File: src/rtl/multi_block_trig_handler_pkg.sv
// Shared definitions for the multi-block soft-trigger readout handler:
// FSM state encoding, a ceil-log2 helper and the block-count clamp.
package multi_block_trig_handler_pkg;

    typedef enum logic [2:0] {
        ST_IDLE     = 3'd0,
        ST_HIST_REQ = 3'd1,
        ST_LOCK     = 3'd2,
        ST_READ     = 3'd3,
        ST_UNLOCK   = 3'd4,
        ST_FREE     = 3'd5,
        ST_NEXT_ID  = 3'd6
    } state_e;

    localparam int NB_BITS = 5;

    function automatic int clogb2(input int value);
        int r;
        int v;
        r = 0;
        v = value - 1;
        while (v > 0) begin
            r++;
            v = v >> 1;
        end
        return r;
    endfunction

    // Zero blocks means one block; anything above the build limit is capped.
    function automatic logic [NB_BITS-1:0] clamp_nblocks(input logic [NB_BITS-1:0] n,
                                                         input logic [NB_BITS-1:0] max_b);
        if (n == '0) begin
            return NB_BITS'(1);
        end
        if (n > max_b) begin
            return max_b;
        end
        return n;
    endfunction

endpackage

File: src/rtl/multi_block_trig_handler_block_step_seq.sv
// Walks idx = 0..nb-1 from a base block: one strobe per step, waits for the
// step's ack, and flags the final step so the caller can change phase.
module block_step_seq
    import multi_block_trig_handler_pkg::*;
#(
    parameter int BLOCK_BITS = 9
) (
    input  logic                  clk_i,
    input  logic                  rst_i,
    input  logic                  start_i,
    input  logic [BLOCK_BITS-1:0] base_i,
    input  logic                  run_i,
    input  logic                  ack_i,
    input  logic [NB_BITS-1:0]    nb_i,
    output logic                  strobe_o,
    output logic [BLOCK_BITS-1:0] addr_o,
    output logic                  last_o,
    output logic                  done_o
);

    logic [BLOCK_BITS-1:0] base_q, base_d;
    logic [NB_BITS-1:0]    idx_q, idx_d;
    logic                  issued_q, issued_d;

    always_ff @(posedge clk_i or posedge rst_i) begin
        if (rst_i) begin
            base_q   <= '0;
            idx_q    <= '0;
            issued_q <= 1'b0;
        end else begin
            base_q   <= base_d;
            idx_q    <= idx_d;
            issued_q <= issued_d;
        end
    end

    // Address wraps modulo 2^BLOCK_BITS by plain truncation of the sum.
    assign addr_o   = base_q + BLOCK_BITS'(idx_q);
    assign last_o   = (idx_q == nb_i - NB_BITS'(1));
    assign strobe_o = run_i && !issued_q;
    assign done_o   = run_i && ack_i && last_o;

    always_comb begin
        base_d   = base_q;
        idx_d    = idx_q;
        issued_d = issued_q;
        if (start_i) begin
            base_d   = base_i;
            idx_d    = '0;
            issued_d = 1'b0;
        end else if (run_i && ack_i) begin
            // Clearing issued re-strobes the next step (or the next phase) at once.
            issued_d = 1'b0;
            idx_d    = last_o ? '0 : idx_q + NB_BITS'(1);
        end else if (run_i) begin
            issued_d = 1'b1;
        end
    end

endmodule

File: src/rtl/multi_block_trig_handler.sv
// Soft-trigger readout handler: history request, then lock/read/unlock/free
// over N consecutive blocks, then bump the event ID. One trigger may queue.
module multi_block_trig_handler
    import multi_block_trig_handler_pkg::*;
#(
    parameter int BLOCK_BITS = 9,
    parameter int MAX_BLOCKS = 4,
    parameter int ID_BITS    = 32,
    parameter int DROP_BITS  = 16
) (
    input  logic                  clk_i,
    input  logic                  rst_i,
    input  logic                  soft_trig_i,
    input  logic [BLOCK_BITS-1:0] nprev_i,
    input  logic [4:0]            nblocks_i,
    output logic                  history_req_o,
    input  logic                  history_ack_i,
    output logic [BLOCK_BITS-1:0] nprev_o,
    input  logic [BLOCK_BITS-1:0] block_i,
    output logic [BLOCK_BITS-1:0] lock_address_o,
    output logic                  lock_strobe_o,
    output logic                  lock_o,
    input  logic                  lock_ack_i,
    output logic [BLOCK_BITS-1:0] read_address_o,
    output logic                  read_last_o,
    output logic                  read_strobe_o,
    input  logic                  read_done_i,
    output logic [ID_BITS-1:0]    event_id_o,
    output logic [BLOCK_BITS-1:0] free_address_o,
    output logic                  free_strobe_o,
    input  logic                  free_ack_i,
    output logic                  busy_o,
    output logic [DROP_BITS-1:0]  drop_count_o
);

    localparam logic [NB_BITS-1:0] MAX_NB = NB_BITS'(MAX_BLOCKS);

    state_e                state_q, state_d;
    logic                  pending_q, pending_d;
    logic [DROP_BITS-1:0]  drop_q, drop_d;
    logic [ID_BITS-1:0]    event_id_q, event_id_d;
    logic [BLOCK_BITS-1:0] nprev_q, nprev_d;
    logic [NB_BITS-1:0]    nb_q, nb_d;

    logic                  seq_start, seq_run, seq_ack;
    logic                  seq_strobe, seq_last, seq_done;
    logic [BLOCK_BITS-1:0] seq_addr;

    always_ff @(posedge clk_i or posedge rst_i) begin
        if (rst_i) begin
            state_q    <= ST_IDLE;
            pending_q  <= 1'b0;
            drop_q     <= '0;
            event_id_q <= '0;
            nprev_q    <= '0;
            nb_q       <= '0;
        end else begin
            state_q    <= state_d;
            pending_q  <= pending_d;
            drop_q     <= drop_d;
            event_id_q <= event_id_d;
            nprev_q    <= nprev_d;
            nb_q       <= nb_d;
        end
    end

    assign seq_start = (state_q == ST_HIST_REQ) && history_ack_i;
    assign seq_run   = (state_q == ST_LOCK) || (state_q == ST_READ) ||
                       (state_q == ST_UNLOCK) || (state_q == ST_FREE);

    // Only the ack belonging to the current phase reaches the step sequencer.
    always_comb begin
        seq_ack = 1'b0;
        case (state_q)
            ST_LOCK, ST_UNLOCK: seq_ack = lock_ack_i;
            ST_READ:            seq_ack = read_done_i;
            ST_FREE:            seq_ack = free_ack_i;
            default:            seq_ack = 1'b0;
        endcase
    end

    block_step_seq #(
        .BLOCK_BITS (BLOCK_BITS)
    ) u_step (
        .clk_i    (clk_i),
        .rst_i    (rst_i),
        .start_i  (seq_start),
        .base_i   (block_i),
        .run_i    (seq_run),
        .ack_i    (seq_ack),
        .nb_i     (nb_q),
        .strobe_o (seq_strobe),
        .addr_o   (seq_addr),
        .last_o   (seq_last),
        .done_o   (seq_done)
    );

    assign history_req_o  = (state_q == ST_HIST_REQ) && !history_ack_i;
    assign nprev_o        = nprev_q;
    assign lock_address_o = seq_addr;
    assign read_address_o = seq_addr;
    assign free_address_o = seq_addr;
    assign lock_strobe_o  = seq_strobe && ((state_q == ST_LOCK) || (state_q == ST_UNLOCK));
    assign lock_o         = (state_q == ST_LOCK);
    assign read_strobe_o  = seq_strobe && (state_q == ST_READ);
    assign read_last_o    = seq_last;
    assign free_strobe_o  = seq_strobe && (state_q == ST_FREE);
    assign event_id_o     = event_id_q;
    assign busy_o         = (state_q != ST_IDLE);
    assign drop_count_o   = drop_q;

    always_comb begin
        state_d    = state_q;
        pending_d  = pending_q;
        drop_d     = drop_q;
        event_id_d = event_id_q;
        nprev_d    = nprev_q;
        nb_d       = nb_q;

        // A trigger while busy queues once; further ones are counted as lost.
        if (soft_trig_i && (state_q != ST_IDLE)) begin
            if (!pending_q && (state_q != ST_NEXT_ID)) begin
                pending_d = 1'b1;
            end else if (pending_q && (drop_q != '1)) begin
                drop_d = drop_q + DROP_BITS'(1);
            end
        end

        case (state_q)
            ST_IDLE: begin
                if (soft_trig_i) begin
                    nprev_d = nprev_i;
                    nb_d    = clamp_nblocks(nblocks_i, MAX_NB);
                    state_d = ST_HIST_REQ;
                end
            end
            ST_HIST_REQ: if (history_ack_i) state_d = ST_LOCK;
            ST_LOCK:     if (seq_done) state_d = ST_READ;
            ST_READ:     if (seq_done) state_d = ST_UNLOCK;
            ST_UNLOCK:   if (seq_done) state_d = ST_FREE;
            ST_FREE:     if (seq_done) state_d = ST_NEXT_ID;
            ST_NEXT_ID: begin
                event_id_d = event_id_q + ID_BITS'(1);
                // A fresh trigger in this cycle becomes the queued one and is served directly.
                if (pending_q || soft_trig_i) begin
                    pending_d = 1'b0;
                    nprev_d   = nprev_i;
                    nb_d      = clamp_nblocks(nblocks_i, MAX_NB);
                    state_d   = ST_HIST_REQ;
                end else begin
                    state_d = ST_IDLE;
                end
            end
            default: state_d = ST_IDLE;
        endcase
    end

endmodule
File: config.mk
export PLATFORM = sky130hd
export DESIGN_NAME = multi_block_trig_handler
export DESIGN_NICKNAME = d
export VERILOG_FILES = /design/src/rtl/multi_block_trig_handler_pkg.sv /design/src/rtl/multi_block_trig_handler_block_step_seq.sv /design/src/rtl/multi_block_trig_handler.sv
export SDC_FILE = /design/constraint.sdc
export NUM_CORES = 1
export LEC_CHECK = 0
export CAP_MARGIN = 40
export CORE_MARGIN = 2
export CORE_UTILIZATION = 44
export CTS_CLUSTER_SIZE = 16
export DETAILED_ROUTE_END_ITERATION = 6
export GPL_ROUTABILITY_DRIVEN = 0
export PLACE_DENSITY = 0.77
export SLEW_MARGIN = 40
export SYNTH_ARGS = -nofsm -noshare
export SYNTH_HDL_FRONTEND = slang
export SYNTH_HIERARCHICAL = 1
export SYNTH_SLANG_ARGS = --single-unit
export TNS_END_PERCENT = 20
File: constraint.sdc
create_clock -name clk_i -period 2.5 [get_ports clk_i]
set_input_delay 0.5 -clock clk_i [delete_from_list [all_inputs] [get_ports clk_i]]
set_output_delay 0.5 -clock clk_i [all_outputs]
set_load 0.005 [all_outputs]
==> results.ini <==
[clock_network]
worstSkewPairLatency_ps=350
clock-sinks=81
cts_buffer_depth=2
numCtsBuffers=9
path_clk_slew_ps=90
cts_root_buf=clkbuf_8
cts_tree=done
h-tree-depth=3
hold_buffers=0

[routing]
drt-total-wl_mm=9.93
via_per_inst=5.18
drt-initial-drc-count=121
drt-pass1-iter-count=4
ant_nets=0
drc_errors=0
wl_per_cell_um=14.8
num_vias=3473

[synth]
synth_top_area_frac=0.463
synth_simple_gate_area_frac=0.203
synth.avg_cell_area_um2=10.8
ys_ff_latch=81
synth_compound_area_frac=0.0718
yosys.area_share.xor_xnor=0.112
synth_adder_area_share=0.0303
synth_edf_count=0
synth_cell_types=60
yosysMostFrequentCell=dfrtp_1
synth.area.top_cells=dfrtp_1, xnor2_1, mux2_2
yosysTopAreaCell=dfrtp_1
synth-seq-area-share=0.463
async_flop_share=1.00
synth_top_family_by_area=simple AND/OR/NAND/NOR gates
synthFlopType=dfrtp_1
yosys-top-cells-count=dfrtp_1, xnor2_1, nand2_1
syn_area_um2=4370
synthMuxAreaShare=0.0586
synthesis.nets=444
synthCells=404
ys_warn_count=6

[die]
die_y_um=104
die_area_um2=10800
core_um2=9730
row_count=36
io_pins=121
start_util=0.450
die_w_um=104

[finish]
fin_nets=572
finalNonFillerCells=670
multi_input_area_um2=2170
diodes=0
area_growth_pct=37.1
ff_latch_area_um2=2030
drive_above_1_share=0.212
fill_cells=830

[grt]
grt_max_degree=67
antenna_found_initial=0
gr-total-overflow=0
grt_pass1_wl_mm=16.8
grt_pass1_vias=3494
grtUsageTotal=0.187

[setup_path]
crit_family=compound AO/OA/AOI/OAI gates
required_ps=2000
crit_type=reg2out
r2r-end=state_q[0]
crit_cells=10
critPathMaxStageDelay_ps=400
cp_cell_sequence=ha_2 -> fa_2 -> a21o_1 -> a21oi_2 -> nor2b_2 -> o2111ai_2 -> xnor2_2 -> buf_4 -> buf_6 -> buf_6
crit_start=u_step/idx_q[0]
rr_worst_depth=10
endpoint_kind=primary output
ff2ff_setup_slack_ps=190
r2r_start=nb_q[1]
worst_setup_path_start_kind=flop
worst_path_max_delay_cell=dfrtp_1
crit_buf_inv=3
crit_top_cell=buf_6
critPathArrivalTime_ps=2430
crit_fanout=2

[timing]
slew_violations=0
rsz0062_at_grt=yes
fmax_ghz=0.341
final-setup-viol-count=15
finalCritPeriodShare=1.17
slew_headroom=0.576
period_needed_ps=2930
setup_slack_ps=-432
final.setup_skew_ps=14.9
tightestPinTransition_ps=636
hold_slack_ps=472
finalHoldViolations=0

[placement]
dp_hpwl_mm=7.21
dp_slack_ps=-459
placed_cells=645
io_buffers=120

[worst_hold_path]
min_from=event_id_o[31]
timing.hold.worst.class=reg2reg
holdPathStages=1
whs_endpoint=event_id_o[31]

[job]
cap_violations=0

[run_status]
violations=setup timing
status=finished, violations left

[power_and_ir_drop]
leakagePower_nw=2.61
powerDensity_nw_per_um2=934
vdd_ir_drop_max_mv=0.464

-- state kept, by name, summed over array words and instances (netlist names) --
name and count:
u_step/issued_q 1, u_step/base_q 9, nb_q 5, u_step/idx_q 5, nprev_o 9, pending_q 1
state_q 3, event_id_o 32, drop_count_o 16
-- placed cells by master (no fill, tap or decap), types with 9 or more instances in the layout --
master,n
xor2_1,20
inv_1,14
clkbuf_8,9
nand2_1,30
nand3_1,21
nand4_1,14
dlygate4sd2_1,12
buf_4,25
clkdlybuf4s50_1,94
dfrtp_1,81
xnor2_1,33
mux2_2,21
nor3_1,9
nor2_1,14
a21oi_1,11
-- worst max path at each step --
stage                        end  slack [ps]
3_3_place_gp   free_address_o[8]        -330
6_report       free_address_o[8]        -430
2_1_floorplan  lock_address_o[8]          40
5_1_grt        free_address_o[8]        -530
4_1_cts        free_address_o[8]        -450
3_5_place_dp   free_address_o[8]        -460
-- power breakdown --
| group | internal (mW) | switching, mW | total [mW] |
|---|---|---|---|
| Sequential | 1.60 | 0.288 | 1.88 |
| Clock | 0.469 | 0.508 | 0.977 |
| Combinational | 1.58 | 1.16 | 2.74 |
| Total | 3.65 | 1.95 | 5.60 |
-- per-stage QoR --
stage | total power [mW] | area [um^2] | TNS [ps] | utilization
finish | 5.60 | 6000 | -3510 | 0.616
global route | 5.96 | 6000 | -4950 | 0.616
CTS | 5.61 | 5970 | -3680 | 0.614
detailed placement | 4.72 | 5710 | -4460 | 0.587
global placement | 4.61 | 5710 | -2970 | 0.587
floorplan | 3.44 | 4380 | 0 | -
-- layout make-up --
type,instances,share of cell area
Timing Repair Buffer,148,0.228
Multi-Input combinational cell,276,0.363
Sequential cell,81,0.338
Clock buffer,9,0.0207
Inverter,16,0.0100
Clock inverter,7,0.0127
Tap cell,133,0.0278
-- timing repair --
| item | 4_1_cts | 5_1_grt |
|---|---|---|
| gates resized for setup | 72 | 13 |
| setup buffers | 7 | 2 |
| gates cloned | 0 | 0 |
| endpoints found under the hold margin | 0 | 0 |
| pin swaps | 11 | 11 |
| setup endpoints to repair | 26 | 20 |
-- cells by family after synthesis --
group / Yosys count
compound gates: 46
xor+xnor: 56
fa+ha+maj: 10
buf+inv: 47
flops: 81
mux: 23
simple gates: 141
-- routing by layer --
metal  share of wire  track usage  vias to the layer above  wire length [um]
met5               0            0                        -                 0
met4           0.018       0.0714                        0               178
met3           0.038       0.0346                       15               379
met2            0.52        0.325                       88              5140
met1            0.43        0.231                     1702              4230
li1                -            -                     1668                 -
Note: power is estimated with default switching activity, not from simulation.
